### config.mk
export PLATFORM = sky130hd
export DESIGN_NAME = alu_dispatch
export DESIGN_NICKNAME = d
export VERILOG_FILES = /design/src/rtl/alu_dispatch.sv
export SDC_FILE = /design/constraint.sdc
export NUM_CORES = 1
export LEC_CHECK = 0
export CORE_ASPECT_RATIO = 0.75
export CORE_MARGIN = 5
export CORE_UTILIZATION = 40
export CTS_CLUSTER_SIZE = 16
export DETAILED_ROUTE_END_ITERATION = 6
export PLACE_DENSITY = 0.73
export SKIP_CTS_REPAIR_TIMING = 1
export SYNTH_ARGS = -nofsm -noshare
export SYNTH_HDL_FRONTEND = slang
export SYNTH_SLANG_ARGS = --single-unit
export TNS_END_PERCENT = 50
### constraint.sdc
create_clock -name CLK -period 5.5 [get_ports CLK]
set_input_delay 1.1 -clock CLK [delete_from_list [all_inputs] [get_ports CLK]]
set_output_delay 1.1 -clock CLK [all_outputs]
set_load 0.02 [all_outputs]
### src/rtl/alu_dispatch.sv
// Command-side initiator for the 8-bit registered ALU: accepts load/op commands,
// owns operand registers A/B, waits out ALU latency, writes back and holds a response.
module alu_dispatch #(
    parameter int ALU_LATENCY = 1,
    parameter int STAT_WIDTH  = 16
) (
    input  logic                  CLK,
    input  logic                  RESET,
    input  logic                  CMD_VALID,
    output logic                  CMD_READY,
    input  logic                  CMD_LOAD,
    input  logic [3:0]            CMD_OP,
    input  logic                  CMD_DEST,
    input  logic [7:0]            CMD_IMM,
    output logic [7:0]            ALU_IN_A,
    output logic [7:0]            ALU_IN_B,
    output logic [3:0]            ALU_OP_CODE,
    input  logic [7:0]            ALU_RESULT,
    output logic                  RSP_VALID,
    input  logic                  RSP_READY,
    output logic [7:0]            RSP_DATA,
    output logic                  RSP_FLAG,
    output logic [7:0]            REG_A,
    output logic [7:0]            REG_B,
    output logic [STAT_WIDTH-1:0] STAT_OPS
);

    typedef enum logic [2:0] {IDLE, ISSUE, WAIT, CAPTURE, RESP} state_t;

    // WAIT spans ALU_LATENCY-1 cycles; the counter runs down to zero inclusive.
    localparam logic [1:0] WAIT_INIT = (ALU_LATENCY >= 2) ? 2'(ALU_LATENCY - 2) : 2'd0;

    state_t                state_reg;
    logic [1:0]            wait_reg;
    logic [3:0]            op_reg;
    logic                  dest_reg;
    logic [7:0]            reg_a_reg;
    logic [7:0]            reg_b_reg;
    logic [7:0]            rsp_data_reg;
    logic                  rsp_flag_reg;
    logic [STAT_WIDTH-1:0] stat_reg;
    logic                  is_compare;

    assign is_compare = (op_reg == 4'h9) || (op_reg == 4'hA) || (op_reg == 4'hB);

    always_ff @(posedge CLK) begin
        if (RESET) begin
            state_reg    <= IDLE;
            wait_reg     <= 2'd0;
            op_reg       <= 4'hF;
            dest_reg     <= 1'b0;
            reg_a_reg    <= 8'h00;
            reg_b_reg    <= 8'h00;
            rsp_data_reg <= 8'h00;
            rsp_flag_reg <= 1'b0;
            stat_reg     <= '0;
        end else begin
            case (state_reg)
                IDLE: begin
                    if (CMD_VALID) begin
                        if (CMD_LOAD) begin
                            if (CMD_DEST) reg_b_reg <= CMD_IMM;
                            else          reg_a_reg <= CMD_IMM;
                            rsp_data_reg <= CMD_IMM;
                            rsp_flag_reg <= 1'b0;
                            state_reg    <= RESP;
                        end else begin
                            op_reg    <= CMD_OP;
                            dest_reg  <= CMD_DEST;
                            state_reg <= ISSUE;
                        end
                    end
                end
                ISSUE: begin
                    if (ALU_LATENCY <= 1) begin
                        state_reg <= CAPTURE;
                    end else begin
                        wait_reg  <= WAIT_INIT;
                        state_reg <= WAIT;
                    end
                end
                WAIT: begin
                    if (wait_reg == 2'd0) state_reg <= CAPTURE;
                    else                  wait_reg  <= wait_reg - 2'd1;
                end
                CAPTURE: begin
                    rsp_data_reg <= ALU_RESULT;
                    // Compares report through the flag only; operands stay intact.
                    if (is_compare) begin
                        rsp_flag_reg <= ALU_RESULT[0];
                    end else begin
                        rsp_flag_reg <= 1'b0;
                        if (dest_reg) reg_b_reg <= ALU_RESULT;
                        else          reg_a_reg <= ALU_RESULT;
                    end
                    if (stat_reg != {STAT_WIDTH{1'b1}}) stat_reg <= stat_reg + 1'b1;
                    state_reg <= RESP;
                end
                RESP: begin
                    if (RSP_READY) state_reg <= IDLE;
                end
                default: state_reg <= IDLE;
            endcase
        end
    end

    assign CMD_READY   = (state_reg == IDLE) && !RESET;
    assign RSP_VALID   = (state_reg == RESP);
    assign RSP_DATA    = rsp_data_reg;
    assign RSP_FLAG    = rsp_flag_reg;
    assign ALU_OP_CODE = op_reg;
    assign ALU_IN_A    = reg_a_reg;
    assign ALU_IN_B    = reg_b_reg;
    assign REG_A       = reg_a_reg;
    assign REG_B       = reg_b_reg;
    assign STAT_OPS    = stat_reg;

endmodule

==> metrics.cfg <==
[outcome]
status=completed

[sta]
rsz0062_at_grt=no
slew_viol_final=0
post-route-min-period_ps=3440
finalSetupViolCount=0
fmax_mhz=290
post-route-period-util_pct=62.6
tightest_slew_ps=765
finalHoldViolCount=0
finClkSkew_ps=14.8
fin_tns_setup_ps=0
slew-limit-headroom_pct=48.3

[drt]
drtIter0Drc=73
drc=0
dr.pass1.iters=5
vias=2158
wl_per_cell_um=15.1
ant_nets=0
vias_per_cell=5.20
totalWireLength_mm=6.27

[place]
post-dp-hpwl_mm=4.68
port_buffers=88
gp_congestion=0.755

[power_and_ir_drop]
finalPower_mw=1.02
ir_drop_uv=124
p_per_area_nw_per_um2=305
leakage_nw=1.27

[worst_setup_path]
cpMaxStageDelayCell=clkdlybuf4s50_1
timing.rr.start=STAT_OPS[0]$_SDFFE_PP0P_
end_kind=output port
crit_path_cell_trace=clkdlybuf4s50_1 > nor2_1 > clkdlybuf4s50_1
rrSetupSlack_ps=3190
path_max_fanout=2
rr_endpoint=STAT_OPS[0]$_SDFFE_PP0P_
cp_common_cell=clkdlybuf4s50_1
crit_end=CMD_READY
critPathLaunchType=input pin
worstPathArrival_ps=2340
required_ps=4400
reg2reg_depth=5
cp-startpoint=RESET
critPathMaxStageDelay_ps=610
worstSetupPathType=input pin to output port
crit_family=buffers and inverters
crit_cells=3
critical_path_buf_inv_count=2

[synth]
synth.top_cell.area_share_pct=41.6
synth_top_family_by_area=simple AND/OR/NAND/NOR gates
syn_area_um2=2450
synth_area_leaders=dfxtp_1 (42%), mux2i_1 (13%), buf_4 (5.5%), nand2_1 (4.3%), nor2_1 (3.5%)
synth-compound-area-share_pct=12.5
synthAdderAreaFrac_pct=1.02
synth_nets=296
synth.distinct_cells=49
synth_warnings=0
ys_ff_latch=51
syn_inst=268
synthMuxAreaShare_pct=13.6
synth-xor-area-share_pct=0.714
synth.largest_area_cell=dfxtp_1
ys_seq_area_share_pct=41.6
synth-simple-area-share_pct=22.3
syn_area_per_cell_um2=9.16

[layout]
synthToLayoutAreaGrowth_pct=36.5
layout_common_cells=clkdlybuf4s50_1 (88), dfxtp_1 (51), mux2i_1 (31)
finalNetCount=364
layout_commonest_cell=clkdlybuf4s50_1
largest_reg_flops=16
num_antenna_cells=0
drive_gt1_share_pct=8.90

[clocking]
clock_path_buffers=2
cts_made_buffers=5
clk_pin_slew_ps=100
clock-sinks=51
cts_root_buf=clkbuf_8
clk_latency_ps=300
cts_max_level=2
cts_tree=yes

[global_routing]
first_global_vias=1974
grt_first_pass_wirelength_mm=9.98
track_usage_pct=15.6
grt_antenna_before_repair=0
grt_max_degree=40
overflow=0

[floorplan]
io_pins=89
fp.dieW_um=100
start_util_pct=41.7
core_um2=5890
dieArea_um2=7820
die_y_um=77.8
rows=24

[run]
drv_cap=0

[hold_path]
hold_path.class=register to register

-- metal layers --
metal | wire length (µm) | up-vias | GRT usage (%)
met4 | 23 | 0 | 2.42
met1 | 2920 | 1005 | 20.3
met5 | 0 | - | 0
met2 | 2770 | 70 | 25.3
met3 | 557 | 2 | 5.65
li1 | - | 1081 | -
-- power by group --
group	internal, mW	leakage (nW)	switching [mW]
clock	0.0912	0.0408	0.128
combinational	0.174	0.811	0.174
sequential	0.409	0.414	0.0431
total	0.674	1.27	0.346
-- area by class of cell --
class | instances | area [µm²]
fillers | 564 | 2540
multi-input cells | 184 | 1230
flip-flops and latches | 51 | 1020
repair buffers | 89 | 888
well taps | 78 | 97.6
clock buffers | 5 | 68.8
clock inverters | 3 | 23.8
inverters | 5 | 18.8
-- cell families after synthesis --
logic type	Yosys count
AO/OA/AOI/OAI	44
XOR/XNOR	2
adder cells (fa/ha/maj)	2
buffers and inverters	33
flip-flops	51
multiplexers	33
AND/OR/NAND/NOR	103
-- worst register-to-register path, delay by kind of cell (launching register included) --
| kind | cells | cell delay (ps) |
|---|---|---|
| flops | 1 | 480 |
| mux | 1 | 310 |
| simple gates | 3 | 1110 |
| fa+ha+maj | 1 | 300 |
-- how the worst min path moves through the flow --
stage / startpoint / to / depth (start not counted) / slack, ps
3_3_place_gp: RSP_FLAG$_SDFFE_PP0P_ / RSP_FLAG$_SDFFE_PP0P_ / 2 / 460
5_1_grt: RSP_FLAG$_SDFFE_PP0P_ / RSP_FLAG$_SDFFE_PP0P_ / 2 / 510
6_report: RSP_FLAG$_SDFFE_PP0P_ / RSP_FLAG$_SDFFE_PP0P_ / 2 / 470
2_1_floorplan: wait_reg[1]$_SDFFE_PP0P_ / wait_reg[1]$_SDFFE_PP0P_ / 2 / 480
4_1_cts: RSP_FLAG$_SDFFE_PP0P_ / RSP_FLAG$_SDFFE_PP0P_ / 2 / 480
3_5_place_dp: RSP_FLAG$_SDFFE_PP0P_ / RSP_FLAG$_SDFFE_PP0P_ / 2 / 460
-- metrics by stage --
| step | cells | hold WS (ps) | setup WS [ps] | utilization (%) | instance area, µm² |
|---|---|---|---|---|---|
| 4_1_cts | 415 | 476 | 2050 | 56.9 | 3350 |
| 6_report | 415 | 471 | 2060 | 56.9 | 3350 |
| 3_5_place_dp | 407 | 462 | 2050 | 55.3 | 3260 |
| 2_1_floorplan | 268 | 478 | 2580 | - | 2450 |
| 5_1_grt | 415 | 508 | 2030 | 56.9 | 3350 |
| 3_3_place_gp | 407 | 456 | 2050 | 55.3 | 3260 |
-- synth_stat cells (all sizes together) --
master and instances:
a211oi 9, a21boi 1, a21o 1, a21oi 13, a22oi 1, a2bb2oi 1
a311oi 3, and2 2, and3 3, and3b 1, and4 1, buf 23
clkbuf 5, dfxtp 51, ha 2, inv 5, mux2 2, mux2i 31
nand2 28, nand2b 2, nand3 4, nand3b 4, nand4 5, nand4bb 1
nor2 23, nor2b 3, nor3 4, nor4 5, nor4b 1, o211a 1
o211ai 1, o21ai 9, o22a 1, o311ai 1, o31a 1, o31ai 1
or2 8, or3 6, or4 2, xnor2 2
No activity file was read; power rests on OpenSTA's default activity.
